===== config.mk =====
export PLATFORM = sky130hd
export DESIGN_NAME = fp_mult_collect_flat
export DESIGN_NICKNAME = d
export VERILOG_FILES = /design/src/rtl/fp_mult_collect_if.sv /design/src/rtl/fp_mult_collect.sv /design/src/flat_wrapper.sv
export SDC_FILE = /design/constraint.sdc
export NUM_CORES = 1
export LEC_CHECK = 0
export ABC_AREA = 1
export CAP_MARGIN = 10
export CORE_MARGIN = 4
export CORE_UTILIZATION = 35
export CTS_CLUSTER_DIAMETER = 60
export DETAILED_ROUTE_END_ITERATION = 7
export PLACE_DENSITY_LB_ADDON = 0.15
export SYNTH_ARGS = -nofsm -noshare
export SYNTH_HDL_FRONTEND = slang
export SYNTH_SLANG_ARGS = --single-unit

===== constraint.sdc =====
create_clock -name clk -period 2.7 [get_ports clk]
set_input_delay 0.81 -clock clk [delete_from_list [all_inputs] [get_ports clk]]
set_output_delay 0.81 -clock clk [all_outputs]
set_load 0.01 [all_outputs]

===== src/rtl/fp_mult_collect_if.sv =====
// Handshake and status bundle between the multiplier collection stage and its
// operand source / result consumer.
interface fp_mult_collect_if #(
  parameter int DEPTH = 4
);
  localparam int CW = $clog2(DEPTH) + 1;

  logic          op_valid;
  logic          op_ready;
  logic [31:0]   z_in;
  logic [7:0]    status_in;
  logic          res_valid;
  logic          res_ready;
  logic [31:0]   res_z;
  logic [7:0]    res_status;
  logic [CW-1:0] count;
  logic [5:0]    flags;
  logic          flags_clr;
  logic [5:0]    irq_mask;
  logic          irq;

  modport master (
    output op_valid, z_in, status_in, res_ready, flags_clr, irq_mask,
    input  op_ready, res_valid, res_z, res_status, count, flags, irq
  );

  modport slave (
    input  op_valid, z_in, status_in, res_ready, flags_clr, irq_mask,
    output op_ready, res_valid, res_z, res_status, count, flags, irq
  );
endinterface


===== src/rtl/fp_mult_collect.sv =====
// Collects multiplier results at a fixed latency into a credit-protected FIFO
// with sticky exception flags. Define FP_MULT_COLLECT_IRQ_EN to enable irq.
module fp_mult_collect #(
  parameter int DEPTH = 4,
  parameter int LAT   = 1
) (
  input logic           clk,
  input logic           rst,
  fp_mult_collect_if.slave bus
);
  localparam int AW = $clog2(DEPTH);
  localparam int CW = AW + 1;

  logic [LAT-1:0] vpipe_q, vpipe_d;
  logic [CW-1:0]  wr_ptr_q, wr_ptr_d;
  logic [CW-1:0]  rd_ptr_q, rd_ptr_d;
  logic [CW-1:0]  count;
  logic [5:0]     flags_q, flags_d;
  logic           irq_q, irq_d;
  logic [37:0]    mem_q [DEPTH];
  logic [37:0]    head;
  logic           op_fire, cap, pop, res_valid;
  int unsigned    inflight;

  // Credits come from registered state only, so res_ready never reaches op_ready.
  always_comb begin
    // NOTE: combinational blocks use blocking '=' and give every output a
    // default first, so no path can infer a latch.
    inflight = 0;
    for (int i = 0; i < LAT; i++) begin
      inflight = inflight + {31'b0, vpipe_q[i]};
    end
  end

  assign count     = wr_ptr_q - rd_ptr_q;
  assign res_valid = (count != '0);
  assign op_fire   = bus.op_valid & bus.op_ready;
  assign cap       = vpipe_q[LAT-1];
  assign pop       = res_valid & bus.res_ready;
  assign head      = mem_q[rd_ptr_q[AW-1:0]];

  assign bus.op_ready   = (32'(count) + inflight) < 32'(DEPTH);
  assign bus.res_valid  = res_valid;
  assign bus.res_z      = res_valid ? head[31:0] : '0;
  assign bus.res_status = res_valid ? {2'b00, head[37:32]} : '0;
  assign bus.count      = count;
  assign bus.flags      = flags_q;
  assign bus.irq        = irq_q;

  always_comb begin
    vpipe_d    = vpipe_q << 1;
    vpipe_d[0] = op_fire;
    wr_ptr_d   = cap ? wr_ptr_q + 1'b1 : wr_ptr_q;
    rd_ptr_d   = pop ? rd_ptr_q + 1'b1 : rd_ptr_q;
    // A clear coinciding with a capture keeps the newly captured bits.
    flags_d    = (bus.flags_clr ? 6'b0 : flags_q) | (cap ? bus.status_in[5:0] : 6'b0);
`ifdef FP_MULT_COLLECT_IRQ_EN
    irq_d      = |(flags_d & bus.irq_mask);
`else
    irq_d      = 1'b0;
`endif
  end

  always_ff @(posedge clk or negedge rst) begin
    // NOTE: sequential state uses non-blocking '<=' so every register samples
    // pre-edge values regardless of statement order.
    if (!rst) begin
      vpipe_q  <= '0;
      wr_ptr_q <= '0;
      rd_ptr_q <= '0;
      flags_q  <= '0;
      irq_q    <= 1'b0;
    end else begin
      vpipe_q  <= vpipe_d;
      wr_ptr_q <= wr_ptr_d;
      rd_ptr_q <= rd_ptr_d;
      flags_q  <= flags_d;
      irq_q    <= irq_d;
    end
  end

  // NOTE: storage is deliberately left out of reset; the pointers alone decide
  // which entries are visible, so a reset port here only costs logic.
  always_ff @(posedge clk) begin
    if (cap) begin
      mem_q[wr_ptr_q[AW-1:0]] <= {bus.status_in[5:0], bus.z_in};
    end
  end
endmodule

===== src/flat_wrapper.sv =====
// flat-port wrapper written by rule: the top's interface ports become plain ports
module fp_mult_collect_flat 
#(
  parameter int DEPTH = 4,
  parameter int LAT   = 1
)
  (clk, rst, bus_op_valid, bus_z_in, bus_status_in, bus_res_ready, bus_flags_clr, bus_irq_mask, bus_op_ready, bus_res_valid, bus_res_z, bus_res_status, bus_count, bus_flags, bus_irq);
  fp_mult_collect_if #(.DEPTH(DEPTH)) bus_i ();
  input logic clk;
  input logic rst;
  input wire logic [$bits(bus_i.op_valid)-1:0] bus_op_valid;
  input wire logic [$bits(bus_i.z_in)-1:0] bus_z_in;
  input wire logic [$bits(bus_i.status_in)-1:0] bus_status_in;
  input wire logic [$bits(bus_i.res_ready)-1:0] bus_res_ready;
  input wire logic [$bits(bus_i.flags_clr)-1:0] bus_flags_clr;
  input wire logic [$bits(bus_i.irq_mask)-1:0] bus_irq_mask;
  output wire logic [$bits(bus_i.op_ready)-1:0] bus_op_ready;
  output wire logic [$bits(bus_i.res_valid)-1:0] bus_res_valid;
  output wire logic [$bits(bus_i.res_z)-1:0] bus_res_z;
  output wire logic [$bits(bus_i.res_status)-1:0] bus_res_status;
  output wire logic [$bits(bus_i.count)-1:0] bus_count;
  output wire logic [$bits(bus_i.flags)-1:0] bus_flags;
  output wire logic [$bits(bus_i.irq)-1:0] bus_irq;
  assign bus_i.op_valid = bus_op_valid;
  assign bus_i.z_in = bus_z_in;
  assign bus_i.status_in = bus_status_in;
  assign bus_i.res_ready = bus_res_ready;
  assign bus_i.flags_clr = bus_flags_clr;
  assign bus_i.irq_mask = bus_irq_mask;
  assign bus_op_ready = bus_i.op_ready;
  assign bus_res_valid = bus_i.res_valid;
  assign bus_res_z = bus_i.res_z;
  assign bus_res_status = bus_i.res_status;
  assign bus_count = bus_i.count;
  assign bus_flags = bus_i.flags;
  assign bus_irq = bus_i.irq;
  fp_mult_collect #(.DEPTH(DEPTH), .LAT(LAT)) u_core (.clk(clk), .rst(rst), .bus(bus_i));
endmodule

==> out/summary.md, run 1 <==
The run finished, with violations left. The final reports fail on negative setup slack. The run gives 571 as the count of mapped cells out of synthesis. The logs give 8050 um^2 for the post-place instance area and 21 for the distinct cell type count after synthesis. In the synthesized netlist the dominant register cell turns out to be sky130_fd_sc_hd__edfxtp_1. For the first-pass GRT wire length, the log shows 23.5 mm. Subtracting the final worst setup slack from the clock period gives 3.17 ns. After synthesis, the most frequently instantiated cells are sky130_fd_sc_hd__edfxtp_1, sky130_fd_sc_hd__nor2_1, sky130_fd_sc_hd__nand2_1. The clock slew seen by the registers of the worst setup and hold paths works out to 0.06 ns. Setup repair after global routing could not meet its margin everywhere. Internal power comes to 0.00711 W.

The class of the worst hold path is register to register. The share of the synthesized area in the top cell type works out to 0.676. The critical path is of the register to output pin type. The tools report the residual overflow from global routing as 0. STA classifies the critical path endpoint as an output pin. In this run the power spent charging and discharging nets is 0.00432 W.

The run gives -0.291 ns as the worst setup slack after placement. Clock latency on the worst-skew pair, taken at its later pin, is 0.42 ns. The length in cells of the worst reg-to-reg path was 10; the mean cell area of the mapped netlist was 11.8 um^2.

The tools report the total non-filler cell area in the finished layout as 8780 um^2. Of all cell types, the one taking the most synthesized area is sky130_fd_sc_hd__edfxtp_1. In the routed layout, each cell is associated on average with a via count of 4.59. Once detail routing completed, the nets flagged for antenna violations numbered 0.

The die is 147 um tall. Initial antenna violation count: 1. The peak clock frequency supported by timing is 316 MHz. For flop-to-flop paths, the worst setup slack is 0.71 ns. The H-tree generated during clock tree synthesis spans 4 levels. The count of clock tree sinks is 165, and the buffer depth of the longest clock path is 2. The synthesized netlist occupies a cell area of 6750 um^2. At the worst endpoint, the required time is 1.89 ns.

For this block, the initial DRC count from the detailed router was 237. The run gives 0.543 as the headroom to the max-slew limit. The critical register-to-register path endpoint is u_core.rd_ptr_q[1]. The share of async-settable or async-resettable flops after synthesis is 0.0788. Yosys attributes the largest share of cell area to sky130_fd_sc_hd__edfxtp_1, sky130_fd_sc_hd__nor2_1, sky130_fd_sc_hd__dfrtp_1. The largest fanout on the critical path is 11. For the number of warnings printed during yosys synthesis, the log shows 0.

The share of post-route cells with drive strength above 1 is 0.212, and the final routed wirelength across all metal layers is 15.2 mm. The die outline area was 21,600 um^2. The average routed wire per standard cell is 15.8 um. Among all cell types in the netlist, the one instantiated most often is sky130_fd_sc_hd__edfxtp_1. Row generation in the floorplan step produced 50 rows. Setup violations remaining at the end of the flow were counted as 40. The routability congestion estimate came out at 0.737. Entering global routing, the biggest net connects 63 pins.

Compared with the post-synthesis result, the final layout area differs by 30.0%. After detailed routing, the number of remaining DRC violations is 0. For the final cell utilization of the core, the log shows 0.466.

For the global-route track usage on met1, the log shows 0.177. met2 is the most crowded layer. The met2 capacity usage during global routing was 0.233. The tools report the power share of the sequential group as 0.298.

The vias after detailed routing was 4,406. STA puts the critical path data arrival time at 2.36 ns. The tools report the startpoint type of the worst setup path as a register.

The worst ir drop on vdd is 0.000611 V. The repair_antennas step left the layout with diodes totalling 0. TritonCTS built the clock tree.

Number of enable flip-flop cells after synthesis: 152. CTS placed an instance of sky130_fd_sc_hd__clkbuf_16 at the clock tree root. The tools report the met3 demand-to-capacity share in global routing as 0.0413. Pin placement for this block handled 103 I/O pins. Startpoint of the worst-slack reg-to-reg timing path: u_core.rd_ptr_q[0]. The worst setup margin is -0.469 ns. The die is 147 um wide. The number of iterations in the first detailed-routing pass is 4. Net switching share of the total power: 0.378.

The core region is 18,800 um^2. The combinational share of power came out at 0.497. The tools report the critical hold path startpoint as u_core.bus.flags[2]. The analysis attributes to cell leakage a power of 3.41 nW. Combined global-route utilization of all metal layers: 0.139.

On the final layout, the worst clock skew is 0.00496 ns. The synthesized design contains 165 register bits. In this run the power density over the cells is 1300 nW/um^2.

The completed layout was analyzed and its total power is 0.0114 W. For the via count of the first global-routing pass, the log shows 4,348. At the pin with the least slew margin, the transition time is 0.684 ns.

For the final number of hold-violating endpoints, the log shows 0. The tool flagged a number of max-cap violations equal to 0. The logs give 17 for the number of buffers added by the clock tree synthesis step and 744 for the post-layout net count. Adding up every negative setup slack in the final design gives -15.01 ns. For the part of the power in the clock network, the log shows 0.205. For hold timing, the worst endpoint is u_core.bus.flags[2]. The starting density of the core is 0.359, and the cell depth of the worst hold path is 2. The detailed placement HPWL came out at 8.82 mm. The total of buffers placed on input and output ports works out to 91. Fill cells in the final layout number 1,711.

The number of slew-limit violations in the final report came out at 0. The sequential cell area fraction in the yosys report was 0.724. The share of the cycle needed by the critical path after routing came out at 1.17.
worst max-delay path by stage:
stage | startpoint | end | slack (ns) | cells after the start
floorplan | u_core.rd_ptr_q[0] | bus_res_z[15] | 0.17 | 8
global placement | u_core.rd_ptr_q[0] | bus_res_z[11] | -0.27 | 9
detailed placement | u_core.rd_ptr_q[0] | bus_res_z[11] | -0.29 | 9
CTS | u_core.rd_ptr_q[0] | bus_res_z[11] | -0.52 | 9
global route | u_core.wr_ptr_q[0] | bus_res_z[7] | -0.56 | 11
finish | u_core.rd_ptr_q[0] | bus_res_z[17] | -0.47 | 10
timing repair:
action                                 CTS  global route
pin swaps                                0             4
endpoints found under the hold margin    0             0
setup buffers                            1             9
gates cloned                             0             3
setup endpoints to repair               42            42
gates resized for setup                166            62
hold buffers                             0             0
sequential cells by signal, summed over array words and instances, names as in the netlist:
signal            count
u_core.bus.flags      6
u_core.cap            1
u_core.mem_q        152
u_core.rd_ptr_q       3
u_core.wr_ptr_q       3
cell families (layout without fill, tap and decap cells):
| family | count (synthesis) | in the layout | synth area share |
|---|---|---|---|
| other | 1 | 3 | 0.000555 |
| buffers and inverters | 89 | 215 | 0.0626 |
| flip-flops | 165 | 165 | 0.724 |
| AO/OA/AOI/OAI | 121 | 121 | 0.0897 |
| AND/OR/NAND/NOR | 185 | 185 | 0.105 |
| adder cells (fa/ha/maj) | 7 | 7 | 0.0141 |
| XOR/XNOR | 3 | 3 | 0.00389 |
power by group through the flow:
stage	Combinational, W	Clock, W	Sequential, W
after floorplan	0.00268	0	0.00348
after global placement	0.00526	0	0.00344
after detailed placement	0.00530	0	0.00346
after CTS	0.00481	0.00240	0.00341
after global routing	0.00633	0.00252	0.00344
final	0.00568	0.00234	0.00341
layout make-up:
| cell class | count | area (um^2) | share of cell area |
|---|---|---|---|
| sequential | 165 | 4890 | 0.557 |
| multi-input combinational | 319 | 1560 | 0.178 |
| timing repair buffer | 126 | 1200 | 0.137 |
| clock buffer | 17 | 425 | 0.0485 |
| tap | 260 | 325 | 0.0371 |
| inverter | 57 | 214 | 0.0244 |
| clock inverter | 15 | 158 | 0.0180 |
per-layer routing:
metal  vias to the layer above  wire [um]  part of all wire
met5                         -         13           0.00086
met4                         2        110            0.0073
met3                         9        754             0.050
met2                       103       7330              0.48
met1                      2131       6950              0.46
li1                       2161          -                 -
through the flow:
stage	instances	hold WS (ns)
after global placement	915	0.507
after global routing	959	0.548
after floorplan	573	0.491
after CTS	948	0.529
final	959	0.528
after detailed placement	915	0.518
critical path, stage by stage, from the launching register on:
cell	delay (ns)
sky130_fd_sc_hd__dfrtp_2	0.42
sky130_fd_sc_hd__ha_4	0.16
sky130_fd_sc_hd__fa_2	0.52
sky130_fd_sc_hd__nand2_1	0.06
sky130_fd_sc_hd__inv_2	0.06
sky130_fd_sc_hd__nand3_4	0.12
sky130_fd_sc_hd__buf_4	0.18
sky130_fd_sc_hd__clkbuf_16	0.17
sky130_fd_sc_hd__nand2_1	0.07
sky130_fd_sc_hd__inv_1	0.04
sky130_fd_sc_hd__buf_2	0.13
cell usage in the layout, fill, tap and decap left out, types with 8 or more instances in the layout:
master | netlist | routed
sky130_fd_sc_hd__clkdlybuf4s50_1 | 0 | 49
sky130_fd_sc_hd__dfrtp_1 | 13 | 11
sky130_fd_sc_hd__buf_6 | 7 | 16
sky130_fd_sc_hd__clkbuf_16 | 0 | 20
sky130_fd_sc_hd__buf_4 | 7 | 20
sky130_fd_sc_hd__nor2_1 | 116 | 115
sky130_fd_sc_hd__nand2_2 | 0 | 8
sky130_fd_sc_hd__o21ai_1 | 62 | 62
sky130_fd_sc_hd__inv_1 | 56 | 39
sky130_fd_sc_hd__o21ai_0 | 59 | 59
sky130_fd_sc_hd__inv_2 | 1 | 18
sky130_fd_sc_hd__buf_2 | 7 | 27
sky130_fd_sc_hd__nand2_1 | 63 | 47
sky130_fd_sc_hd__edfxtp_1 | 152 | 152
sky130_fd_sc_hd__nand2_4 | 0 | 8
(Power assumes the default switching activity.)
==> run 2, diff against run 1 <==
--- a/config.mk
+++ b/config.mk
@@ -5,9 +5,7 @@
 export SDC_FILE = /design/constraint.sdc
 export NUM_CORES = 1
 export LEC_CHECK = 0
-export ABC_AREA = 1
 export CAP_MARGIN = 10
-export CORE_MARGIN = 4
 export CORE_UTILIZATION = 35
 export CTS_CLUSTER_DIAMETER = 60
 export DETAILED_ROUTE_END_ITERATION = 7
==> run 2 against run 1 <==
  * The run still ends with negative setup slack left
  * Flip-flop and latch count unchanged
  * Clock skew up 0.0015 ns
  * Critical path type unchanged
  * Sequential power about the same
  * Non-clock buffer count up 13
  * Critical path depth unchanged
  * Largest cell class unchanged
  * Synthesized cell count down 46%
  * Largest power group unchanged
==> out/summary.md, run 2 <==
Register-to-register setup slack: 0.42 ns (-0.29 ns). The average routed wire per standard cell is 19.0 um (+20%). In this run the most used layer during global routing was met2. The final worst hold slack is 0.531 ns (+0.00282 ns). The number of warnings printed during yosys synthesis came out at 0 (unchanged).

The worst register-to-register path begins at u_core.rd_ptr_q[0]. Count of clock tree sinks: 165 (unchanged). The logs give 0 (unchanged) for the antenna cell count and 511 (-31%) for the post-layout net count. Library cell appearing most often on the critical path: sky130_fd_sc_hd__buf_6.

The logs give 0.00885 W (+24%) for the cell-internal power and 0 (unchanged) for the count of antenna-violating nets left after detailed routing. The mean cell area of the mapped netlist was 20.8 um^2 (+76%). The die extent in x was 138 um (-6.3%). The cell count after placement was 640 (-30%). Headroom to the max-slew limit: 0.562 (+0.0189). In the layout the commonest cells are sky130_fd_sc_hd__edfxtp_1, sky130_fd_sc_hd__clkdlybuf4s50_1, sky130_fd_sc_hd__buf_6, sky130_fd_sc_hd__mux4_2, sky130_fd_sc_hd__nor2b_4. The checks that failed: negative setup slack. The part of the power in the clock network was 0.210 (+0.005); the total leakage power was 3.22 nW (-5.5%).

The delay of the slowest critical-path stage came out at 0.48 ns (-0.04 ns). Setup repair after global routing could not meet its margin everywhere. The share of the synthesized area in the top cell type works out to 0.708 (+0.0326). Share of post-route cells with drive strength above 1: 0.414 (+0.202). The leading cell type in the layout, fill and taps excluded is sky130_fd_sc_hd__edfxtp_1.

The number of buffers added by the clock tree synthesis step is 17 (unchanged). Post-layout minimum cycle time: 3.25 ns (+0.0795 ns). The core box area was 18,000 um^2 (-4.3%); the total of buffers placed on input and output ports was 91 (unchanged). From synthesis to final layout, the design area changed by 38.8%.

The worst setup path is captured at an output pin. The distinct cell type count after synthesis came out at 25 (+19%). The number of enable flip-flop cells after synthesis was 152 (unchanged); the length in cells of the worst reg-to-reg path was 8 (-2). The net switching share of the total power is 0.303 (-0.0749), and the sequential cell area fraction in the yosys report is 0.759 (+0.0349). The combined global-route utilization of all metal layers was 0.154 (+0.0153); the mux contribution to synthesized area was 0.135 (+0.135). The flow ran to the end, but the final reports show violations. Leading cell type by number of instances after synthesis: sky130_fd_sc_hd__edfxtp_1. The cell type contributing the most total cell area after synthesis is sky130_fd_sc_hd__edfxtp_1. The final cell utilization of the core is 0.496 (+0.0299), and the arrival time at the worst endpoint is 2.44 ns (+0.08 ns).

The tools report the number of max-capacitance violations reported as 0 (unchanged). In this run the worst hold path is classified as register to register. Net switching power figure: 0.00384 W (-11%). By count the netlist is led by sky130_fd_sc_hd__edfxtp_1, sky130_fd_sc_hd__mux4_2, sky130_fd_sc_hd__nor2b_1. Via count normalized by instance count: 4.73 (+3.0%). The final routed wirelength across all metal layers came out at 13.2 mm (-13%). Worst setup path startpoint: u_core.rd_ptr_q[0].

The peak clock frequency supported by timing is 308 MHz (-2.4%), and the netlist area before placement is 6440 um^2 (-4.6%). The run gives 0.00650 ns (+0.00153 ns) as the final setup skew. The buffer cell driving the clock tree root is sky130_fd_sc_hd__clkbuf_16. The power share of the sequential group is 0.266 (-0.032), and the simple-gate portion of the synthesized area is 0.0499 (-0.0551). The compound-gate portion of the synthesized area is 0.00913 (-0.0806).

The total number of cells along the worst setup path was 10 (unchanged). STA classifies the critical path startpoint as a register. The clock slew seen by the registers of the worst setup and hold paths is 0.06 ns (about the same), and the global-route track usage on met1 is 0.179 (+0.00185).

The run gives 20.1 mm (-14%) as the first-pass GRT wire length. The worst-margin pin slew is 0.655 ns (-0.0282 ns), and the number of DRC violations after detailed routing is 0 (unchanged). The run gives 1.89 ns (about the same) as the required time at the endpoint of the critical path. The top-level port count is 103 (unchanged), and the number of flip-flops under the largest register name is 152 (unchanged). The worst ir drop on vdd was 0.000879 V (+44%); the initial antenna violation count was 0 (-1). The critical register-to-register path endpoint was u_core.rd_ptr_q[1].

The flop and latch count out of synthesis is 165 (unchanged), and the number of placement rows is 49 (-2.0%). The count of mapped cells out of synthesis was 309 (-46%). The number of iterations in the first detailed-routing pass was 4 (unchanged); the count of buffer and inverter cells on the critical path was 5 (unchanged). The die outline area was 19,000 um^2 (-12%). The xor/xnor cell area share of the yosys netlist is 0.00932 (+0.00543). Following the worst setup path forward leads to its endpoint at bus_res_z[15]. The met3 demand-to-capacity share in global routing is 0.0405 (-0.000862), and the via count of the first global-routing pass is 3,614 (-17%). The slowest library cell on the worst path was sky130_fd_sc_hd__dfrtp_4.

The largest fanout on the critical path is 4 (-7), and the number of buffers inserted by hold repair at cts is 0 (unchanged). Residual overflow from global routing: 0 (unchanged). The met2 capacity usage during global routing is 0.269 (+0.0354). By area, the combinational part of the netlist is dominated by multiplexers. Total power per unit cell area: 1420 nW/um^2 (+9.1%). The vias after detailed routing was 3,289 (-25%).

The flip-flop cell with the highest count after synthesis is sky130_fd_sc_hd__edfxtp_1. The final setup violation count was 42 (+5.0%). The combinational share of power is 0.524 (+0.027).

For the later-pin clock latency in the skew report, the log shows 0.42 ns (about the same). The logs give 695 (-28%) for the number of standard cells in the final layout excluding fillers and 0.357 (-0.00118) for the starting density of the core. The number of DRC markers after the initial detailed-route iteration was 146 (-38%); the share of async-settable or async-resettable flops after synthesis was 0.0788 (unchanged). The worst setup path category is register to output pin.

The share of synthesized cell area in full adder, half adder and majority cells is 0.0148 (+0.000678). The run gives 7.69 mm (-13%) as the detailed placement HPWL. The die outline height was 138 um (-6.3%); the buffer depth of the longest clock path was 2 (unchanged).

The dominant delay contributor by cell family on the critical path is buffers and inverters. The signal on the critical path passes through ha_4 -> fa_2 -> xor3_2 -> nor2_4 -> buf_6 -> buf_8 -> buf_6 -> buf_6 -> nor2b_4 -> buf_6. TritonCTS built the clock tree.

The H-tree depth was 4 (unchanged). By area the synthesized netlist is led by sky130_fd_sc_hd__edfxtp_1, sky130_fd_sc_hd__mux4_2, sky130_fd_sc_hd__dfrtp_1. The final number of hold-violating endpoints was 0 (unchanged); the share of the cycle needed by the critical path after routing was 1.20 (+0.0295). The routability congestion estimate came out at 0.673 (-8.7%).

The worst setup slack after placement is -0.441 ns (-0.150 ns). The number of slew-limit violations in the final report is 0 (unchanged). The worst setup margin is -0.548 ns (-0.0795 ns). The tools report the pin count of the biggest net entering global routing as 41 (-35%).
==> run 2: cell count changes after synthesis, moves of 45 or more <==
cell	before	now
sky130_fd_sc_hd__nor2_1	116	0
sky130_fd_sc_hd__nand2_1	63	9
sky130_fd_sc_hd__o21ai_1	62	0
sky130_fd_sc_hd__o21ai_0	59	7
sky130_fd_sc_hd__inv_1	56	11
==> run 2: worst min path at each step <==
stage	startpoint	to	cells after the start	slack (ns)
final	u_core.bus.flags[0]	u_core.bus.flags[0]	2	0.53
after global routing	u_core.wr_ptr_q[2]	u_core.wr_ptr_q[2]	1	0.56
after CTS	u_core.rd_ptr_q[2]	u_core.rd_ptr_q[2]	1	0.53
after detailed placement	u_core.bus.flags[0]	u_core.bus.flags[0]	2	0.51
after global placement	u_core.rd_ptr_q[2]	u_core.rd_ptr_q[2]	1	0.51
after floorplan	u_core.rd_ptr_q[2]	u_core.rd_ptr_q[2]	1	0.48
==> run 2: metal layers <==
layer | part of all wire | up-vias
li1 | - | 1494
met1 | 0.40 | 1696
met2 | 0.54 | 79
met3 | 0.041 | 20
met4 | 0.018 | 0
met5 | 0 | -
==> run 2: stage by stage <==
| stage | power [W] | cell area [um^2] | TNS (ns) |
|---|---|---|---|
| 2_1_floorplan | 0.00581 | 6450 | 0 |
| 3_3_place_gp | 0.00846 | 7810 | -16.81 |
| 3_5_place_dp | 0.00848 | 7810 | -16.61 |
| 4_1_cts | 0.0119 | 8660 | -20.59 |
| 5_1_grt | 0.0134 | 8940 | -23.23 |
| 6_report | 0.0127 | 8940 | -19.33 |
==> run 2: cell families (layout without fill, tap and decap cells) <==
family / after synthesis / after routing
adder cells (fa/ha/maj): 7 / 7
other: 1 / 3
XOR/XNOR: 5 / 5
multiplexers: 39 / 39
buffers and inverters: 27 / 182
AO/OA/AOI/OAI: 10 / 10
flip-flops: 165 / 165
AND/OR/NAND/NOR: 55 / 55
==> run 2: layout make-up <==
cell class / count / area, um^2
inverter: 11 / 43.8
clock inverter: 9 / 201
multi-input combinational: 119 / 1610
tap: 229 / 287
sequential: 165 / 4890
clock buffer: 23 / 458
timing repair buffer: 139 / 1450
fill: 1495 / 9080
==> run 2: power by group through the flow <==
stage | Combinational (W) | Sequential, W | Clock, W
2_1_floorplan | 0.00238 | 0.00344 | 0
3_3_place_gp | 0.00505 | 0.00341 | 0
3_5_place_dp | 0.00505 | 0.00343 | 0
4_1_cts | 0.00576 | 0.00339 | 0.00273
5_1_grt | 0.00713 | 0.00343 | 0.00283
6_report | 0.00665 | 0.00338 | 0.00266
==> run 2: what timing repair did <==
action / in CTS / in global routing
gates cloned: 2 / 0
gates resized for setup: 214 / 58
endpoints found under the setup margin: 43 / 42
buffers inserted: 22 / 5
pin swaps: 4 / 1
==> run 2: worst reg2reg max path, cell delays in order (launching register included) <==
cell                      delay (ns)
sky130_fd_sc_hd__dfrtp_4        0.48
sky130_fd_sc_hd__ha_4           0.16
sky130_fd_sc_hd__fa_2           0.34
sky130_fd_sc_hd__xor3_2         0.27
sky130_fd_sc_hd__buf_4          0.15
sky130_fd_sc_hd__buf_6          0.10
sky130_fd_sc_hd__buf_6          0.12
sky130_fd_sc_hd__o21ai_2        0.19
sky130_fd_sc_hd__mux2_2         0.35
